$ cat config.mk
export PLATFORM = sky130hd
export DESIGN_NAME = ll1_hdown2_flat
export DESIGN_NICKNAME = d
export VERILOG_FILES = /design/src/rtl/ll1_hdown2_if.sv /design/src/rtl/ll1_hdown2.sv /design/src/flat_wrapper.sv
export SDC_FILE = /design/constraint.sdc
export NUM_CORES = 1
export LEC_CHECK = 0
export ABC_CLOCK_PERIOD_IN_PS = 2500
export CORE_MARGIN = 3
export CORE_UTILIZATION = 30
export CTS_CLUSTER_SIZE = 24
export DETAILED_ROUTE_END_ITERATION = 10
export HOLD_SLACK_MARGIN = 0.03
export PLACE_DENSITY = 0.54
export SLEW_MARGIN = 20
export SYNTH_ARGS = -nofsm -noshare
export SYNTH_HDL_FRONTEND = slang
export SYNTH_SLANG_ARGS = --single-unit
$ cat constraint.sdc
create_clock -name CLK -period 2.5 [get_ports CLK]
set_clock_uncertainty 0.05 [all_clocks]
set_input_delay 0.5 -clock CLK [delete_from_list [all_inputs] [get_ports CLK]]
set_output_delay 0.5 -clock CLK [all_outputs]
set_load 0.005 [all_outputs]
$ cat src/rtl/ll1_hdown2_if.sv
// ll1_hdown2_if: SEND/ACK/RDY/COUNT token handshake bundle for the input and output sides of ll1_hdown2.
interface ll1_hdown2_if;
  logic [15:0] In1_DATA;
  logic        In1_SEND;
  logic [15:0] In1_COUNT;
  logic        In1_ACK;
  logic [15:0] Out1_DATA;
  logic        Out1_SEND;
  logic [15:0] Out1_COUNT;
  logic        Out1_RDY;
  logic        Out1_ACK;
  modport slave (
    input  In1_DATA, In1_SEND, In1_COUNT, Out1_RDY, Out1_ACK,
    output In1_ACK, Out1_DATA, Out1_SEND, Out1_COUNT
  );
  modport master (
    output In1_DATA, In1_SEND, In1_COUNT, Out1_RDY, Out1_ACK,
    input  In1_ACK, Out1_DATA, Out1_SEND, Out1_COUNT
  );
endinterface

$ cat src/rtl/ll1_hdown2.sv
// ll1_hdown2: horizontal 1-2-1 low-pass with decimation by 2 on a 16-bit pixel token stream.
module ll1_hdown2 #(
  parameter int WIDTH = 8,
  parameter int COLW  = 16
) (
  input logic CLK,
  input logic RESET,
  ll1_hdown2_if.slave io
);
  typedef enum logic {ACCEPT, HOLD} state_t;
  state_t          state;
  logic [COLW-1:0] col;
  logic [15:0]     prev, ctr, out_reg;
  logic [17:0]     sum;
  assign sum = {2'b0, prev} + {1'b0, ctr, 1'b0} + {2'b0, io.In1_DATA} + 18'd2;
  assign io.In1_ACK    = io.In1_SEND & (state == ACCEPT) & ~RESET;
  assign io.Out1_SEND  = (state == HOLD) & io.Out1_RDY & ~RESET;
  assign io.Out1_DATA  = out_reg;
  assign io.Out1_COUNT = 16'h1;
  always_ff @(posedge CLK or posedge RESET)
    if (RESET) begin
      state   <= ACCEPT;
      col     <= '0;
      prev    <= '0;
      ctr     <= '0;
      out_reg <= '0;
    end else if (state == HOLD) begin
      if (io.Out1_RDY) state <= ACCEPT;
    end else if (io.In1_SEND) begin
      if (!col[0]) begin
        ctr <= io.In1_DATA;
        // column 0 replicates itself as its left neighbour
        if (col == '0) prev <= io.In1_DATA;
        col <= col + COLW'(1);
      end else begin
        out_reg <= sum[17:2];
        prev    <= io.In1_DATA;
        state   <= HOLD;
        col     <= (col == COLW'(WIDTH - 1)) ? '0 : col + COLW'(1);
      end
    end
endmodule

$ cat src/flat_wrapper.sv
// flat-port wrapper written by rule: the top's interface ports become plain ports
module ll1_hdown2_flat 
#(
  parameter int WIDTH = 8,
  parameter int COLW  = 16
)
  (CLK, RESET, io_In1_DATA, io_In1_SEND, io_In1_COUNT, io_Out1_RDY, io_Out1_ACK, io_In1_ACK, io_Out1_DATA, io_Out1_SEND, io_Out1_COUNT);
  ll1_hdown2_if io_i ();
  input logic CLK;
  input logic RESET;
  input wire logic [$bits(io_i.In1_DATA)-1:0] io_In1_DATA;
  input wire logic [$bits(io_i.In1_SEND)-1:0] io_In1_SEND;
  input wire logic [$bits(io_i.In1_COUNT)-1:0] io_In1_COUNT;
  input wire logic [$bits(io_i.Out1_RDY)-1:0] io_Out1_RDY;
  input wire logic [$bits(io_i.Out1_ACK)-1:0] io_Out1_ACK;
  output wire logic [$bits(io_i.In1_ACK)-1:0] io_In1_ACK;
  output wire logic [$bits(io_i.Out1_DATA)-1:0] io_Out1_DATA;
  output wire logic [$bits(io_i.Out1_SEND)-1:0] io_Out1_SEND;
  output wire logic [$bits(io_i.Out1_COUNT)-1:0] io_Out1_COUNT;
  assign io_i.In1_DATA = io_In1_DATA;
  assign io_i.In1_SEND = io_In1_SEND;
  assign io_i.In1_COUNT = io_In1_COUNT;
  assign io_i.Out1_RDY = io_Out1_RDY;
  assign io_i.Out1_ACK = io_Out1_ACK;
  assign io_In1_ACK = io_i.In1_ACK;
  assign io_Out1_DATA = io_i.Out1_DATA;
  assign io_Out1_SEND = io_i.Out1_SEND;
  assign io_Out1_COUNT = io_i.Out1_COUNT;
  ll1_hdown2 #(.WIDTH(WIDTH), .COLW(COLW)) u_core (.CLK(CLK), .RESET(RESET), .io(io_i));
endmodule
==> flow_summary.ini <==
[status]
outcome = finished clean

[setup_path]
cp.required_ns = 2.67
end_kind = register
critical_path.max_stage_delay_ns = 0.59
critPathMaxFanout = 4
cp_slowest_cell = fa_1
path_class = reg -> reg
crit_chain = fa_1 > ha_4 > a21oi_4 > o221ai_4 > a211o_1 > nor4b_4 > a211o_1
startpoint_type = register
crit_top_cell = a211o_1
arrival_ns = 2.66

[yosys]
synth_warnings = 0
async_flop_share_pct = 100
synth-edff-count = 0
synth.distinct_cells = 56
synth.area.top_cells = dfrtp_1, mux2_2, fa_1, ha_1, xnor2_1
synth_top_area_cell = dfrtp_1
postSynthAreaPerCell_um2 = 10.9
synth_top_area_share_pct = 41.5
ys_ff_latch = 65
synthesis.area_um2 = 3920
synth_commonest_cells = dfrtp_1, mux2_2, nand2_1
synthCells = 361
ys_seq_area_share_pct = 41.5
synth_ff_type = dfrtp_1
synth_most_common_cell = dfrtp_1

[clock_tree]
clk_pin_slew_worst_paths_ns = 0.05
clock_sinks = 65
clock_latency_ns = 0.33
cts_tree = yes
cts_buffers = 9
htree_levels = 3
clock-root-buffer = clkbuf_16
clock_path_buffers = 2

[global_routing]
grt_max_degree = 66
antenna_found_initial = 0
grt_pass1_vias = 3180
grt.overflow.total = 0
grt_use_total_pct = 13.5
grt_pass1_wl_um = 15600

[route]
drt-total-wl_um = 9080
drtPass1Iterations = 4
routedWlPerCell_um = 14.5
drc = 0
drt_iter0_markers = 124
vias = 2970
postRouteAntennaNets = 0
via_per_inst = 4.75

[timing]
relSlewSlack_pct = 43.8
finalCriticalPeriod_ns = 2.50
finalSetupViolCount = 0
drv_slew = 0
rsz0062_at_grt = yes
finalSetupTns_ns = 0
period_share_pct = 99.9
timing.fmax_ghz = 0.400
hold_violations = 0
tightest_slew_ns = 0.843

[hold_path]
worst_hold_path_type = reg -> reg

[job]
maxCapViolCount = 0

[placement]
port_buffers = 37
dp_hpwl_um = 6450
placed_cells = 604
gp_congestion = 0.837

[cells_and_area]
syn_to_final_growth_pct = 36.9
drive_gt1_share_pct = 29.4
stdcell_count = 625
antenna-diode-count = 0
final_net_count = 519

[floorplanning]
row_count = 41
coreArea_um2 = 12700
die_h_um = 120
die_area_um2 = 14500
initial_core_util_pct = 30.8
io-pin-count = 71
die_x_um = 120
per-stage QoR:
| stage | hold slack (ns) | utilization [%] | cell area [µm²] | worst slack [ns] |
|---|---|---|---|---|
| 2_1_floorplan | 0.393 | - | 4050 | -0.00339 |
| 3_3_place_gp | 0.417 | 37.9 | 4820 | -0.605 |
| 3_5_place_dp | 0.420 | 37.9 | 4820 | -0.669 |
| 4_1_cts | 0.431 | 42.0 | 5340 | -0.0450 |
| 5_1_grt | 0.454 | 42.2 | 5370 | -0.0969 |
| 6_report | 0.429 | 42.2 | 5370 | 0.00256 |
critical path, delay by kind of cell, from the launching register on:
kind,cells,cell delay [ns]
flops,1,0.40
compound gates,4,0.95
fa+ha+maj,2,0.83
simple gates,1,0.15
layout by cell type (no fill, tap or decap), types with 4 or more instances in the layout:
master,count
nand4_1,10
ha_4,11
dlygate4sd2_1,14
clkdlybuf4s50_1,22
o21ai_0,14
xor2_1,7
dfrtp_1,65
conb_1,16
o211ai_1,4
and3_1,4
ha_1,8
a211o_1,4
inv_1,10
o21a_1,4
nand2_1,31
a21oi_2,4
nor2_1,16
a21o_1,9
mux2_2,32
buf_4,48
fa_1,14
a21oi_1,12
xnor2_1,14
clkbuf_16,9
kinds of logic (layout without fill, tap and decap cells):
group                    after synthesis  in the layout  synth area share (%)
AO/OA/AOI/OAI                         72             72                  12.6
XOR/XNOR                              21             21                  4.69
adder cells (fa/ha/maj)               34             34                  13.5
buffers and inverters                 40            118                  5.58
flip-flops                            65             65                  41.5
multiplexers                          34             34                  9.70
other                                  2             16                 0.192
AND/OR/NAND/NOR                       93             93                  12.3
state kept, by name, summed over array words and instances (netlist names):
signal / count
u_core.state: 1
u_core.col: 16
u_core.prev: 16
u_core.ctr: 16
u_core.io.Out1_DATA: 16
final timing paths:
kind | from | endpoint | slack [ns] | cells past startpoint
min in group asynchronous | RESET | u_core.prev[9] | 0.78 | 3
worst max register to register | u_core.ctr[2] | u_core.io.Out1_DATA[11] | 0.003 | 7
max in group asynchronous | RESET | u_core.io.Out1_DATA[8] | 1.06 | 3
worst max-delay path | u_core.ctr[2] | u_core.io.Out1_DATA[11] | 0.003 | 7
worst min register to register | u_core.io.Out1_DATA[2] | u_core.io.Out1_DATA[2] | 0.43 | 2
worst min-delay path | u_core.io.Out1_DATA[2] | u_core.io.Out1_DATA[2] | 0.43 | 2
per-layer routing:
layer  global-route usage, %  routed length [µm]  vias to the layer above
met5                       0                   0                        -
met4                    4.04                 110                        0
met3                    3.18                 305                       11
met2                    23.0                4410                       52
met1                    17.2                4250                     1473
li1                        -                   -                     1434
area by class of cell:
| type | instances | area, µm² |
|---|---|---|
| well taps | 172 | 215 |
| fillers | 1240 | 7350 |
| clock inverters | 3 | 40.0 |
| inverters | 13 | 52.6 |
| multi-input cells | 270 | 2410 |
| clock buffers | 13 | 250 |
| flip-flops and latches | 65 | 1630 |
| repair buffers | 89 | 778 |
repair_timing:
item,in CTS,in global routing
setup buffers,4,1
hold buffers,0,0
pin swaps,31,11
gates resized for setup,40,7
endpoints found under the hold margin,0,0
setup endpoints to repair,12,9
Power is not shown: default switching activity piles up to over one toggle a cycle in this logic, so the estimate is an artifact.
